`src/rtl/sia_rxq_wm.sv`:
```
// Receive queue behind sia_receiver: each rising edge of rx_idle_i pushes one word, with a
// watermark, a sticky overrun flag and an optional idle timeout (macro SIA_RXQ_TIMEOUT_EN).
module sia_rxq_wm #(
  parameter int DATA_BITS     = 16,
  parameter int DEPTH_BITS    = 4,
  parameter int TIMEOUT_WIDTH = 16
) (
  input  logic                     clk_i,
  input  logic                     reset_i,
  input  logic [DATA_BITS-1:0]     rx_dat_i,
  input  logic                     rx_idle_i,
  input  logic [DEPTH_BITS:0]      threshold_i,
  input  logic [TIMEOUT_WIDTH-1:0] timeout_i,
  input  logic                     pop_i,
  input  logic                     oe_i,
  input  logic                     clr_ovr_i,
  output logic [DATA_BITS-1:0]     dat_o,
  output logic                     full_o,
  output logic                     not_empty_o,
  output logic [DEPTH_BITS:0]      level_o,
  output logic                     wm_o,
  output logic                     ovr_o,
  output logic                     timeout_o
);

  localparam int Depth = 1 << DEPTH_BITS;
  localparam logic [DEPTH_BITS:0] FullLevel = Depth[DEPTH_BITS:0];
  localparam logic [DEPTH_BITS:0] LevelOne  = {{DEPTH_BITS{1'b0}}, 1'b1};
  localparam logic [DEPTH_BITS-1:0] PtrOne  = {{(DEPTH_BITS-1){1'b0}}, 1'b1};

  logic [DATA_BITS-1:0]  mem_q [Depth];
  logic [DEPTH_BITS-1:0] wrPtr_q, wrPtr_d, rdPtr_q, rdPtr_d;
  logic [DEPTH_BITS:0]   level_q, level_d;
  logic                  idleDly_q;
  logic                  ovr_q, ovr_d;
  logic                  push, isFull, isEmpty, popOk, pushOk;

  // A push into a full queue is only accepted when a pop frees a slot in the same cycle.
  always_comb begin
    push    = rx_idle_i & ~idleDly_q;
    isFull  = (level_q == FullLevel);
    isEmpty = (level_q == '0);
    popOk   = pop_i & ~isEmpty;
    pushOk  = push & (~isFull | popOk);

    wrPtr_d = pushOk ? wrPtr_q + PtrOne : wrPtr_q;
    rdPtr_d = popOk  ? rdPtr_q + PtrOne : rdPtr_q;

    level_d = level_q;
    if (pushOk && !popOk) begin
      level_d = level_q + LevelOne;
    end else if (!pushOk && popOk) begin
      level_d = level_q - LevelOne;
    end

    ovr_d = ovr_q;
    if (push && isFull && !popOk) begin
      ovr_d = 1'b1;
    end else if (clr_ovr_i) begin
      ovr_d = 1'b0;
    end
  end

  // idleDly resets high so a receiver that is already idle does not look like a new frame.
  always_ff @(posedge clk_i or posedge reset_i) begin
    if (reset_i) begin
      wrPtr_q   <= '0;
      rdPtr_q   <= '0;
      level_q   <= '0;
      ovr_q     <= 1'b0;
      idleDly_q <= 1'b1;
    end else begin
      wrPtr_q   <= wrPtr_d;
      rdPtr_q   <= rdPtr_d;
      level_q   <= level_d;
      ovr_q     <= ovr_d;
      idleDly_q <= rx_idle_i;
    end
  end

  always_ff @(posedge clk_i) begin
    if (pushOk) begin
      mem_q[wrPtr_q] <= rx_dat_i;
    end
  end

  assign dat_o       = oe_i ? mem_q[rdPtr_q] : '0;
  assign level_o     = level_q;
  assign full_o      = isFull;
  assign not_empty_o = ~isEmpty;
  assign wm_o        = (threshold_i != '0) && (level_q >= threshold_i);
  assign ovr_o       = ovr_q;

`ifdef SIA_RXQ_TIMEOUT_EN
  logic [TIMEOUT_WIDTH-1:0] toCnt_q, toCnt_d;
  logic                     toFlag_q, toFlag_d;

  // Any queue activity or an empty queue restarts the stale-data count.
  always_comb begin
    toCnt_d  = toCnt_q;
    toFlag_d = toFlag_q;
    if (pushOk || popOk || isEmpty) begin
      toCnt_d  = '0;
      toFlag_d = 1'b0;
    end else begin
      if (toCnt_q < timeout_i) begin
        toCnt_d = toCnt_q + {{(TIMEOUT_WIDTH-1){1'b0}}, 1'b1};
      end
      if ((timeout_i != '0) && (toCnt_q == timeout_i)) begin
        toFlag_d = 1'b1;
      end
    end
  end

  always_ff @(posedge clk_i or posedge reset_i) begin
    if (reset_i) begin
      toCnt_q  <= '0;
      toFlag_q <= 1'b0;
    end else begin
      toCnt_q  <= toCnt_d;
      toFlag_q <= toFlag_d;
    end
  end

  assign timeout_o = toFlag_q;
`else
  logic unusedTimeout;
  assign unusedTimeout = ^timeout_i;
  assign timeout_o     = 1'b0;
`endif

endmodule

```
`config.mk`:
```
export PLATFORM = sky130hd
export DESIGN_NAME = sia_rxq_wm
export DESIGN_NICKNAME = d
export VERILOG_FILES = /design/src/rtl/sia_rxq_wm.sv
export SDC_FILE = /design/constraint.sdc
export NUM_CORES = 1
export LEC_CHECK = 0
export CORE_ASPECT_RATIO = 1.5
export CORE_MARGIN = 2
export CORE_UTILIZATION = 30
export DETAILED_ROUTE_END_ITERATION = 7
export SLEW_MARGIN = 20
export SYNTH_ARGS = -nofsm -noshare
export SYNTH_HDL_FRONTEND = slang
export SYNTH_SLANG_ARGS = --single-unit
```
`constraint.sdc`:
```
create_clock -name clk_i -period 4.3 [get_ports clk_i]
set_input_delay 0.86 -clock clk_i [delete_from_list [all_inputs] [get_ports clk_i]]
set_output_delay 0.86 -clock clk_i [all_outputs]
set_load 0.005 [all_outputs]
```
# Yosys cells after proc, flatten, opt, wreduce, memory -nomap -nowiden

Memory sizes are Yosys's and may differ from the RTL's.
Index checks and enable logic that the tools add are counted.

$mul: 0
Multiplexer cells: 7
Divide/modulo/power cells: 0
Magnitude comparators: 1
Shift operators: 0
Add/sub/neg operators: 4
Bitwise gates (word level): 7
Equality and inequality tests: 1
Reduce and logical (&&, ||, !) cells: 11

Operators by type and width:

| cell                                             | number |
|---|---|
| 2-to-1 mux 16 bit                                | 1 |
| 2-to-1 mux 5 bit                                 | 2 |
| adder 4 x 1 -> 4 bit, second input constant      | 2 |
| adder 5 x 1 -> 5 bit, second input constant      | 1 |
| == test 5 bit, second input constant             | 1 |
| >= comparator 5 bit                              | 1 |
| logical AND 1 bit                                | 5 |
| logical NOT 5 bit                                | 1 |
| nonzero test 5 bit                               | 1 |
| subtractor 5 x 1 -> 5 bit, second input constant | 1 |
| 2-to-1 mux 1 bit                                 | 4 |
| nonzero test 2 bit                               | 2 |
| AND 1 bit                                        | 3 |
| inverter 1 bit                                   | 3 |
| logical NOT 1 bit                                | 2 |
| bitwise OR 1 bit                                 | 1 |

Register bits: 15
Input port bits: 43
Bits in latches: 0
Output and inout port bits: 26
Bits in read-only memories: 0
Memory bits (writable): 256
Memories: 1
Logic and storage cells: 37

Memories:

| name  | words | width | rd ports | clocked after memory_dff | write ports | RTL line | source |
|---|---|---|---|---|---|---|---|
| mem_q | 16    | 16    | 1        | 0                        | 1           | 31       | `logic [DATA_BITS-1:0] mem_q [Depth];` |

# Logic depth before layout (Yosys ltp)

Gate-level depths: netlist (run 1).

Depth after elaboration: 9
Mapped depth: 10
Mapped depth without buffers: 10

# Worst setup path after synthesis (run 1)

Ideal clock, no wire load.

Path type: input to register
Start: input port rx_idle_i
End: memory mem_q[0][0] (enable)
Data arrival time: 2,449 ps
Buffers on the path: 0
Slack: 1,442 ps
Stages: 4
Required time: 3,891 ps
Library setup time: 409 ps
Cells stage by stage: nand2b_1 a21oi_4 nand2_1 nor3_1

Word-level cells in the longest chain between the ends: 4

RTL lines:

| what                                   | RTL line | source |
|---|---|---|
| start, declared                        | 11       | `input logic rx_idle_i,` |
| AND 1 bit                              | 40       | `push = rx_idle_i & ~idleDly_q;` |
| AND 1 bit                              | 44       | `pushOk = push & (~isFull \| popOk);` |
| net pushOk                             | 36       | `logic push, isFull, isEmpty, popOk, pushOk;` |
| 2-to-1 mux 1 bit                       | 82       | `if (pushOk) begin` |
| 2-to-1 mux 1 bit (not written as such) | 83       | `mem_q[wrPtr_q] <= rx_dat_i;` |
| end, declared                          | 31       |  |

The timed path passes the listed nets, and every way through them passes these cells.

# Worst setup path in the final report (run 1)

Start: register rdPtr_q[2]
End: output port dat_o[3]

Word-level cells in the longest chain between the ends: 2

RTL lines:

| what                   | RTL line | source |
|---|---|---|
| start, declared        | 32       | `logic [DEPTH_BITS-1:0] wrPtr_q, wrPtr_d, rdPtr_q, rdPtr_d;` |
| start signal, assigned | 74       | `rdPtr_q <= rdPtr_d;` |
| memory (16 x 16 bit)   | -        |  |
| 2-to-1 mux 16 bit      | 87       | `assign dat_o = oe_i ? mem_q[rdPtr_q] : '0;` |
| end, declared          | 17       | `output logic [DATA_BITS-1:0] dat_o,` |

No other way between the ends.

==> summary.txt, run 1 <==
Pwr
  – Comb pwr share: 0.282
  – Clock group share of total power: 0.272
  – Part of the power in registers: 0.446
  – Pwr/cell area: 591 nW/µm²
  – Pleak: 0.00416 µW
  – Design internal power: 5330 µW
  – P_sw: 2240 µW
  – Switching fraction of total power: 0.296
  – VDD IR max: 0.442 mV

CTS
  – Postcts setup bufs: 0
  – Clock latency on the worst-skew pair: 0.54 ns
  – Clock tree buffer depth: 3
  – Root buffer cell: clkbuf_16
  – # H-tree levels: 1
  – Hold_buf cts: 0
  – CTS resizes: 0
  – Num CTS Buffers: 24
  – CTS tree: built
  – Clock Sinks: 271
  – Clock transition at path regs: 0.08 ns

Synth
  – YS warnings: 0
  – Predominant post-synthesis flop cell: edfxtp_1
  – Post-Synthesis Cells: 540
  – Post-synth EDFFs: 256
  – Distinct cell type count after synthesis: 40
  – Synth area leaders: edfxtp_1, mux4_2, mux2i_1
  – Synth Cell Area: 10,800 µm²
  – Area leader, netlist: edfxtp_1
  – Fraction of registers with async set or reset after synthesis: 0.0554
  – Register area share after synthesis: 0.745
  – Syn_area_per_cell: 20.0 µm²
  – Share of Yosys cell area claimed by the top area cell type: 0.711
  – FF+latch count, synth: 271
  – Net Count, Synth: 598

Setup path
  – Reg-to-Reg Start: level_o[0]$_DFFE_PP0P_
  – FF-to-FF End: level_o[4]$_DFFE_PP0P_
  – CP required: 3.44 ns
  – Data arrival time of the worst path: 3.16 ns
  – Critical path capture point type: output pin
  – Crit path kind: flop to output pin
  – R2R setup slack: 1.56 ns
  – Startpoint types: flop
  – Critical-path maximum fanout: 32
  – R2R depth: 10

Die
  – I/O pin count: 69
  – Core area: 35,700 µm²
  – Die extent in y: 237 µm
  – Die X: 159 µm
  – Rows: 85
  – Die ar.: 37,600 µm²
  – Initial Utilization: 0.303

Layout
  – Area growth syn-to-layout: 18.3%
  – Final cell count without fillers: 1,118
  – Final Util: 0.358
  – # fillers: 3,403
  – Most frequent cells in the layout: edfxtp_1, mux4_2, clkdlybuf4s50_1, mux2i_1, buf_4
  – Most common cell after layout, fill and taps aside: edfxtp_1
  – Layout cells sized above 1: 0.231
  – Nets: 680
  – Inserted Diodes: 0

STA
  – Slew Viols, Final: 0
  – Final critical-path share of the clock period: 0.936
  – # setup viols final: 0
  – FMAX: 248 MHz
  – Clock Skew: 0.0167 ns
  – Final critical-path required period: 4.02 ns
  – Setup TNS: 0 ns
  – Max-slew headroom: 0.430
  – RSZ-0062 raised after global routing: no
  – PnR worst setup slack: 0.275 ns
  – Worst-Margin Slew: 0.856 ns
  – Final hold violation count: 0

Drt
  – Drt wl/cell: 21.2 µm
  – Routed Antenna Nets: 0
  – Routed wire length: 23,700 µm
  – Vias after detailed routing: 5,225
  – Vias per cell: 4.67
  – Drt pass-1 iters: 4
  – Residual DRC: 0
  – DRT iter0 DRCs: 386

Global route
  – Largest net degree at the start of global routing: 33
  – GRT Util Overall: 0.126
  – Vias in the first global route: 5,646
  – Grt total ovfl: 0
  – First-pass GRT wire length: 35,200 µm
  – Initial antenna violation count: 0

Outcome
  – Status: finished clean

Place
  – Post-Place Worst Slack: 0.446 ns
  – Routability-driven placement congestion ratio: 0.709
  – Hpwl dp: 14,400 µm
  – Buffers on Ports: 51
  – Total placed cells including tap cells: 1,074

Min path
  – Min-Delay Endpoint: ovr_o$_DFFE_PP0P_
  – Worst Hold Path Cells: 2
  – HP Start: ovr_o$_DFFE_PP0P_
  – Type of the tightest min-delay check: flop to flop

Job
  – Max-cap violations: 0
cell usage after synthesis (7+ instances only):
library cell / count
a21oi_1: 8
buf_2: 9
dfrtp_1: 14
edfxtp_1: 256
ha_1: 14
inv_1: 13
mux2i_1: 39
mux4_2: 55
nand2_1: 19
nand2b_1: 7
nor2_1: 17
o22ai_1: 13
xnor2_1: 7
cell type report:
type | instances | area [µm²] | share of cell area
Clock buffer | 27 | 612 | 0.0478
Multi-Input combinational cell | 230 | 2590 | 0.203
Sequential cell | 271 | 8070 | 0.630
Tap cell | 478 | 598 | 0.0467
Inverter | 14 | 52.6 | 0.00410
Clock inverter | 17 | 140 | 0.0109
Timing Repair Buffer | 81 | 736 | 0.0575
logic make-up (layout without fill, tap and decap cells):
family	after synthesis	in the layout	share of synthesized area
buffers and inverters	39	139	0.0194
AO/OA/AOI/OAI	46	46	0.0279
XOR/XNOR	10	10	0.00810
multiplexers	99	99	0.156
flip-flops	271	271	0.745
AND/OR/NAND/NOR	59	59	0.0251
other	1	1	0.000347
adder cells (fa/ha/maj)	15	15	0.0180
registers in the layout (all words and copies together), names as in the netlist:
| register | cells |
|---|---|
| idleDly_q | 1 |
| mem_q | 256 |
| wrPtr_q | 4 |
| rdPtr_q | 4 |
| level_o | 5 |
| ovr_o | 1 |
worst max path at each step:
stage                     cells past startpoint                   start  slack (ns)                    end
after floorplan                               4               rx_idle_i        1.44  mem_q[0][0]$_DFFE_PP_
after global placement                        4                    oe_i        0.45              dat_o[14]
after detailed placement                      4                    oe_i        0.45              dat_o[14]
after CTS                                     5  rdPtr_q[2]$_DFFE_PP0N_        0.17               dat_o[3]
after global routing                          5  rdPtr_q[2]$_DFFE_PP0N_        0.14               dat_o[3]
final                                         5  rdPtr_q[2]$_DFFE_PP0N_        0.28               dat_o[3]
critical path, cell delays in order (launching register included):
cell             delay, ns
dfrtp_2               0.92
buf_4                 0.45
mux4_2                0.36
mux2i_1               0.21
o22ai_1               0.16
clkdlybuf4s50_1       0.49
power by group through the flow:
| stage | Combinational (µW) | Clock, µW | Sequential (µW) |
|---|---|---|---|
| 2_1_floorplan | 1580 | 0 | 3200 |
| 3_3_place_gp | 2170 | 0 | 3440 |
| 3_5_place_dp | 2180 | 0 | 3440 |
| 4_1_cts | 2190 | 2110 | 3390 |
| 5_1_grt | 2330 | 2190 | 3410 |
| 6_report | 2130 | 2060 | 3380 |
per-stage QoR:
stage	instance area (µm²)	power, µW	hold slack, ns
final	12800	7570	0.545
after global routing	12800	7930	0.591
after CTS	12800	7690	0.549
after detailed placement	12100	5630	0.538
after global placement	12100	5600	0.529
after floorplan	10800	4780	0.488
metal layers:
| metal | share of wire | vias to the layer above | wire [µm] | GRT usage |
|---|---|---|---|---|
| li1 | - | 2352 | - | - |
| met1 | 0.38 | 2759 | 9040 | 0.140 |
| met3 | 0.028 | 27 | 664 | 0.0149 |
| met2 | 0.57 | 87 | 13600 | 0.250 |
| met4 | 0.018 | 0 | 424 | 0.0375 |
| met5 | 0 | - | 0 | 0 |
(Power assumes the default switching activity.)
==> run 2, diff against run 1 <==
--- a/config.mk
+++ b/config.mk
@@ -7,9 +7,9 @@
 export LEC_CHECK = 0
 export CORE_ASPECT_RATIO = 1.5
 export CORE_MARGIN = 2
-export CORE_UTILIZATION = 30
+export CORE_UTILIZATION = 60
 export DETAILED_ROUTE_END_ITERATION = 7
-export SLEW_MARGIN = 20
+export PLACE_DENSITY = 0.81
 export SYNTH_ARGS = -nofsm -noshare
 export SYNTH_HDL_FRONTEND = slang
 export SYNTH_SLANG_ARGS = --single-unit
==> run 2 against run 1 <==
  * Combinational power hardly changed
  * Core utilization grew 34 points
  * Total power fell by 1.4%
  * Largest power group unchanged
  * Critical path type unchanged
==> summary.txt, run 2 (synthesis gave the netlist of run 1 again) <==
Drt
  – DRT iter0 DRCs: 589
  – Routed Antenna Nets: 0
  – Drt wl/cell: 25.7 µm
  – Vias per cell: 6.37
  – Residual DRC: 0
  – Routed wire length: 21,800 µm
  – Vias after detailed routing: 5,399
  – Drt pass-1 iters: 5

CTS
  – Clock Sinks: 271
  – Postcts setup bufs: 0
  – Hold_buf cts: 0
  – Clock transition at path regs: 0.06 ns
  – Num CTS Buffers: 24
  – CTS resizes: 0
  – CTS tree: built
  – Root buffer cell: clkbuf_16
  – Clock tree buffer depth: 3
  – # H-tree levels: 1
  – Clock latency on the worst-skew pair: 0.51 ns

STA
  – Min Hold Slack: 0.543 ns
  – Final critical-path required period: 3.92 ns
  – Slew Viols, Final: 0
  – Max-slew headroom: 0.427
  – RSZ-0062 raised after global routing: no
  – Worst-Margin Slew: 0.860 ns
  – FMAX: 255 MHz
  – Final critical-path share of the clock period: 0.913
  – PnR worst setup slack: 0.375 ns
  – Final hold violation count: 0
  – Clock Skew: 0.00604 ns
  – Setup TNS: 0 ns
  – # setup viols final: 0

Setup path
  – Crit path kind: flop to output pin
  – Source of the critical timing path: rdPtr_q[0]$_DFFE_PP0N_
  – FF-to-FF End: level_o[4]$_DFFE_PP0P_
  – CP required: 3.44 ns
  – Most Frequent Cell on Critical Path: buf_4
  – R2R depth: 10
  – Startpoint types: flop
  – Critical path capture point type: output pin
  – R2R setup slack: 1.35 ns
  – Setup crit end: dat_o[0]
  – Reg-to-Reg Start: level_o[0]$_DFFE_PP0P_
  – Slowest stage delay, CP: 0.75 ns
  – Critical-path maximum fanout: 26
  – Slowest stage cell, crit path: dfrtp_4
  – Data arrival time of the worst path: 3.06 ns
  – CP Cell Sequence: buf_4 > buf_4 > mux2i_1 > nand2_1 > a311oi_1 > a21oi_1 > clkdlybuf4s50_1

Place
  – Hpwl dp: 13,700 µm
  – Buffers on Ports: 51
  – Total placed cells including tap cells: 807
  – Post-Place Worst Slack: 0.482 ns
  – Routability-driven placement congestion ratio: 0.752

Global route
  – First-pass GRT wire length: 33,200 µm
  – GRT Util Overall: 0.234
  – Grt total ovfl: 0
  – Initial antenna violation count: 0
  – Largest net degree at the start of global routing: 41
  – Vias in the first global route: 5,879

Outcome
  – Status: finished clean

Layout
  – Inserted Diodes: 0
  – Max reg flops: 256
  – Layout cells sized above 1: 0.192
  – Final Util: 0.697
  – Most common cell after layout, fill and taps aside: edfxtp_1
  – Area growth syn-to-layout: 14.6%
  – Most flops, register: mem_q
  – Final cell count without fillers: 848
  – Most frequent cells in the layout: edfxtp_1, mux4_2, clkdlybuf4s50_1, mux2i_1, clkbuf_16
  – Nets: 674

Die
  – Die X: 114 µm
  – Die ar.: 19,100 µm²
  – Rows: 60
  – I/O pin count: 69
  – Die extent in y: 168 µm
  – Core area: 17,800 µm²
  – Initial Utilization: 0.608

Pwr
  – Pwr/cell area: 602 nW/µm²
  – VDD IR max: 0.382 mV
  – Pleak: 0.00413 µW

Job
  – Max-cap violations: 0

Min path
  – Type of the tightest min-delay check: flop to flop
==> run 2: cell count changes in the layout (fill, tap and decap cells not counted), sizes merged <==
cell,delta
clkbuf,+1
clkinv,+1
buf,-6
clkinvlp,-2
inv,-3
==> run 2: cell type report <==
| cell class | count | area [µm²] |
|---|---|---|
| multi-input combinational | 230 | 2560 |
| sequential | 271 | 8070 |
| timing repair buffer | 75 | 728 |
| clock inverter | 13 | 78.8 |
| tap | 217 | 272 |
| fill | 1088 | 5390 |
| clock buffer | 28 | 637 |
| inverter | 14 | 52.6 |
==> run 2: metrics by stage <==
stage	instance area [µm²]	power, µW
6_report	12400	7460
5_1_grt	12400	7770
4_1_cts	12400	7520
3_5_place_dp	11700	5570
3_3_place_gp	11700	5480
2_1_floorplan	10800	4780
==> run 2: how the worst min path moves through the flow <==
| stage | startpoint | endpoint | slack [ns] | depth (start not counted) |
|---|---|---|---|---|
| 2_1_floorplan | rdPtr_q[3]$_DFFE_PP0N_ | rdPtr_q[3]$_DFFE_PP0N_ | 0.49 | 1 |
| 3_3_place_gp | ovr_o$_DFFE_PP0P_ | ovr_o$_DFFE_PP0P_ | 0.52 | 2 |
| 3_5_place_dp | ovr_o$_DFFE_PP0P_ | ovr_o$_DFFE_PP0P_ | 0.55 | 2 |
| 4_1_cts | ovr_o$_DFFE_PP0P_ | ovr_o$_DFFE_PP0P_ | 0.56 | 2 |
| 5_1_grt | ovr_o$_DFFE_PP0P_ | ovr_o$_DFFE_PP0P_ | 0.58 | 2 |
| 6_report | ovr_o$_DFFE_PP0P_ | ovr_o$_DFFE_PP0P_ | 0.54 | 2 |
==> run 2: layer usage <==
| layer | wire length (µm) | up-vias | track usage |
|---|---|---|---|
| met5 | 0 | - | 0 |
| met4 | 737 | 0 | 0.0843 |
| met3 | 1320 | 60 | 0.0376 |
| met2 | 11600 | 223 | 0.414 |
| met1 | 8150 | 2784 | 0.293 |
| li1 | - | 2332 | - |
==> run 2: worst max-delay path: cells and delay by family (launching register included) <==
kind,cells,cell delay (ns)
buffers and inverters,3,1.07
DFF,1,0.75
AOI/OAI and AO/OA,2,0.42
muxes,1,0.20
and+or+nand+nor,1,0.09
==> run 2: power breakdown <==
group          total [µW]  internal (µW)  leakage (µW)  switching (µW)
logic                2160           1140       0.00130            1020
registers            3340           3080       0.00248             256
clock network        1970           1110      0.000352             865
==> run 3, diff against run 2 <==
--- a/config.mk
+++ b/config.mk
@@ -6,10 +6,10 @@
 export NUM_CORES = 1
 export LEC_CHECK = 0
 export CORE_ASPECT_RATIO = 1.5
-export CORE_MARGIN = 2
 export CORE_UTILIZATION = 60
 export DETAILED_ROUTE_END_ITERATION = 7
-export PLACE_DENSITY = 0.81
+export HOLD_SLACK_MARGIN = 0.1
+export PLACE_DENSITY = 0.84
 export SYNTH_ARGS = -nofsm -noshare
 export SYNTH_HDL_FRONTEND = slang
 export SYNTH_SLANG_ARGS = --single-unit
==> run 3 against run 2 <==
  * The flow now finishes with violations (DRC)
  * Sequential power about the same
  * Non-clock buffer count unchanged
  * Register-to-register slack better by 0.24 ns
  * Cell area up 0.48%
  * Combinational power is 4% higher
  * Critical endpoint is now dat_o[11]
==> summary.txt, run 3 (synthesis gave the netlist of run 1 again) <==
Layout
  – Nets: 674
  – Max reg flops: 256
  – Area growth syn-to-layout: 15.2%
  – Most frequent cells in the layout: edfxtp_1, mux4_2, clkdlybuf4s50_1, mux2i_1, clkbuf_16
  – Final Util: 0.712
  – # fillers: 1,012
  – Layout cells sized above 1: 0.193
  – FF+latch area: 8070 µm²
  – Footprint of the multi-input gates: 2560 µm²
  – Most flops, register: mem_q
  – Most common cell after layout, fill and taps aside: edfxtp_1

Global route
  – Grt total ovfl: 0
  – Initial antenna violation count: 1
  – First-pass GRT wire length: 34,300 µm
  – Largest net degree at the start of global routing: 41
  – GRT Util Overall: 0.256
  – Vias in the first global route: 5,757

Outcome
  – Status: complete, but fails checks
  – Failing checks: DRC

Setup path
  – Data arrival time of the worst path: 3.08 ns
  – Slowest stage cell, crit path: dfrtp_4
  – Crit path kind: flop to output pin
  – R2R setup slack: 1.59 ns
  – Slowest stage delay, CP: 0.66 ns
  – CP delay by family, top: buffers and inverters
  – Critical path capture point type: output pin
  – CP Cell Sequence: buf_4 > mux4_2 > mux2i_1 > o22ai_1 > clkdlybuf4s50_1
  – CP bufs+invs: 2
  – Startpoint types: flop
  – Critical-path maximum fanout: 18
  – CP required: 3.44 ns

Drt
  – Vias after detailed routing: 5,463
  – Vias per cell: 6.45
  – Drt pass-1 iters: 8
  – Residual DRC: 4
  – Drt wl/cell: 26.8 µm
  – Routed wire length: 22,700 µm
  – DRT iter0 DRCs: 551
  – Routed Antenna Nets: 0

CTS
  – Postcts setup bufs: 0
  – # H-tree levels: 1
  – Num CTS Buffers: 24
  – Hold_buf cts: 0
  – CTS resizes: 0
  – Clock transition at path regs: 0.06 ns
  – CTS tree: built
  – Root buffer cell: clkbuf_16
  – Clock latency on the worst-skew pair: 0.51 ns
  – Clock Sinks: 271
  – Clock tree buffer depth: 3

Pwr
  – VDD IR max: 0.454 mV
  – Pwr/cell area: 613 nW/µm²
  – Pleak: 0.00415 µW

Place
  – Buffers on Ports: 51
  – Routability-driven placement congestion ratio: 0.804
  – Hpwl dp: 13,400 µm

Die
  – Rows: 59
  – Initial Utilization: 0.618
  – I/O pin count: 69
  – Die ar.: 18,600 µm²
  – Core area: 17,500 µm²
  – Die extent in y: 166 µm
  – Die X: 112 µm

Min path
  – Type of the tightest min-delay check: flop to flop

STA
  – Clock Skew: 0.00771 ns
  – Final hold violation count: 0
  – Worst-Margin Slew: 0.726 ns
  – Max-slew headroom: 0.516
  – Slew Viols, Final: 0
  – Final critical-path required period: 3.94 ns
  – Final critical-path share of the clock period: 0.915
  – # setup viols final: 0
  – Setup TNS: 0 ns
  – FMAX: 254 MHz
  – RSZ-0062 raised after global routing: no

Job
  – Max-cap violations: 0
run 3: path summary, 6_finish.rpt:
check                      depth (start not counted)                endpoint              startpoint
setup / recovery                                   5               dat_o[11]  rdPtr_q[0]$_DFFE_PP0N_
hold / removal                                     2       ovr_o$_DFFE_PP0P_       ovr_o$_DFFE_PP0P_
setup reg to reg                                  10  level_o[4]$_DFFE_PP0P_  level_o[0]$_DFFE_PP0P_
hold reg to reg                                    2       ovr_o$_DFFE_PP0P_       ovr_o$_DFFE_PP0P_
max in group asynchronous                          2  rdPtr_q[0]$_DFFE_PP0N_                 reset_i
min in group asynchronous                          2  rdPtr_q[3]$_DFFE_PP0N_                 reset_i
run 3: cell type report:
| cell class | count | share of cell area |
|---|---|---|
| Antenna cell | 1 | 0.000201 |
| Clock buffer | 33 | 0.0526 |
| Clock inverter | 10 | 0.00823 |
| Inverter | 14 | 0.00422 |
| Multi-Input combinational cell | 230 | 0.206 |
| Sequential cell | 271 | 0.647 |
| Tap cell | 213 | 0.0214 |
| Timing Repair Buffer | 75 | 0.0600 |
run 3: metal layers:
metal / up-vias / track usage / wire (µm) / part of all wire
met4: 0 / 0.110 / 816 / 0.036
met1: 2777 / 0.327 / 8090 / 0.36
met2: 305 / 0.441 / 12000 / 0.53
li1: 2336 / - / - / -
met5: - / 0 / 0 / 0
met3: 45 / 0.0342 / 1720 / 0.076
run 3: stage by stage:
step	cells	setup slack [ns]	instance area [µm²]	hold slack, ns	power, µW
2_1_floorplan	540	1.44	10800	0.488	4780
3_3_place_gp	802	0.623	11700	0.519	5450
3_5_place_dp	802	0.600	11700	0.532	5550
4_1_cts	845	0.117	12400	0.542	7640
5_1_grt	847	0.179	12500	0.569	7920
6_report	847	0.364	12500	0.537	7640
run 3: power breakdown:
part	switching, µW	total, µW	internal [µW]
registers	228	3310	3080
logic	1100	2250	1150
clock network	894	2080	1190
total	2220	7640	5420
run 3: worst reg2reg max path: cells and delay by family, from the launching register on:
kind | cells | cell delay [ns]
fa+ha+maj | 2 | 0.55
compound gates | 3 | 0.49
simple gates | 2 | 0.61
mux | 1 | 0.24
flops | 1 | 0.46
buf+inv | 1 | 0.15
xor+xnor | 1 | 0.14
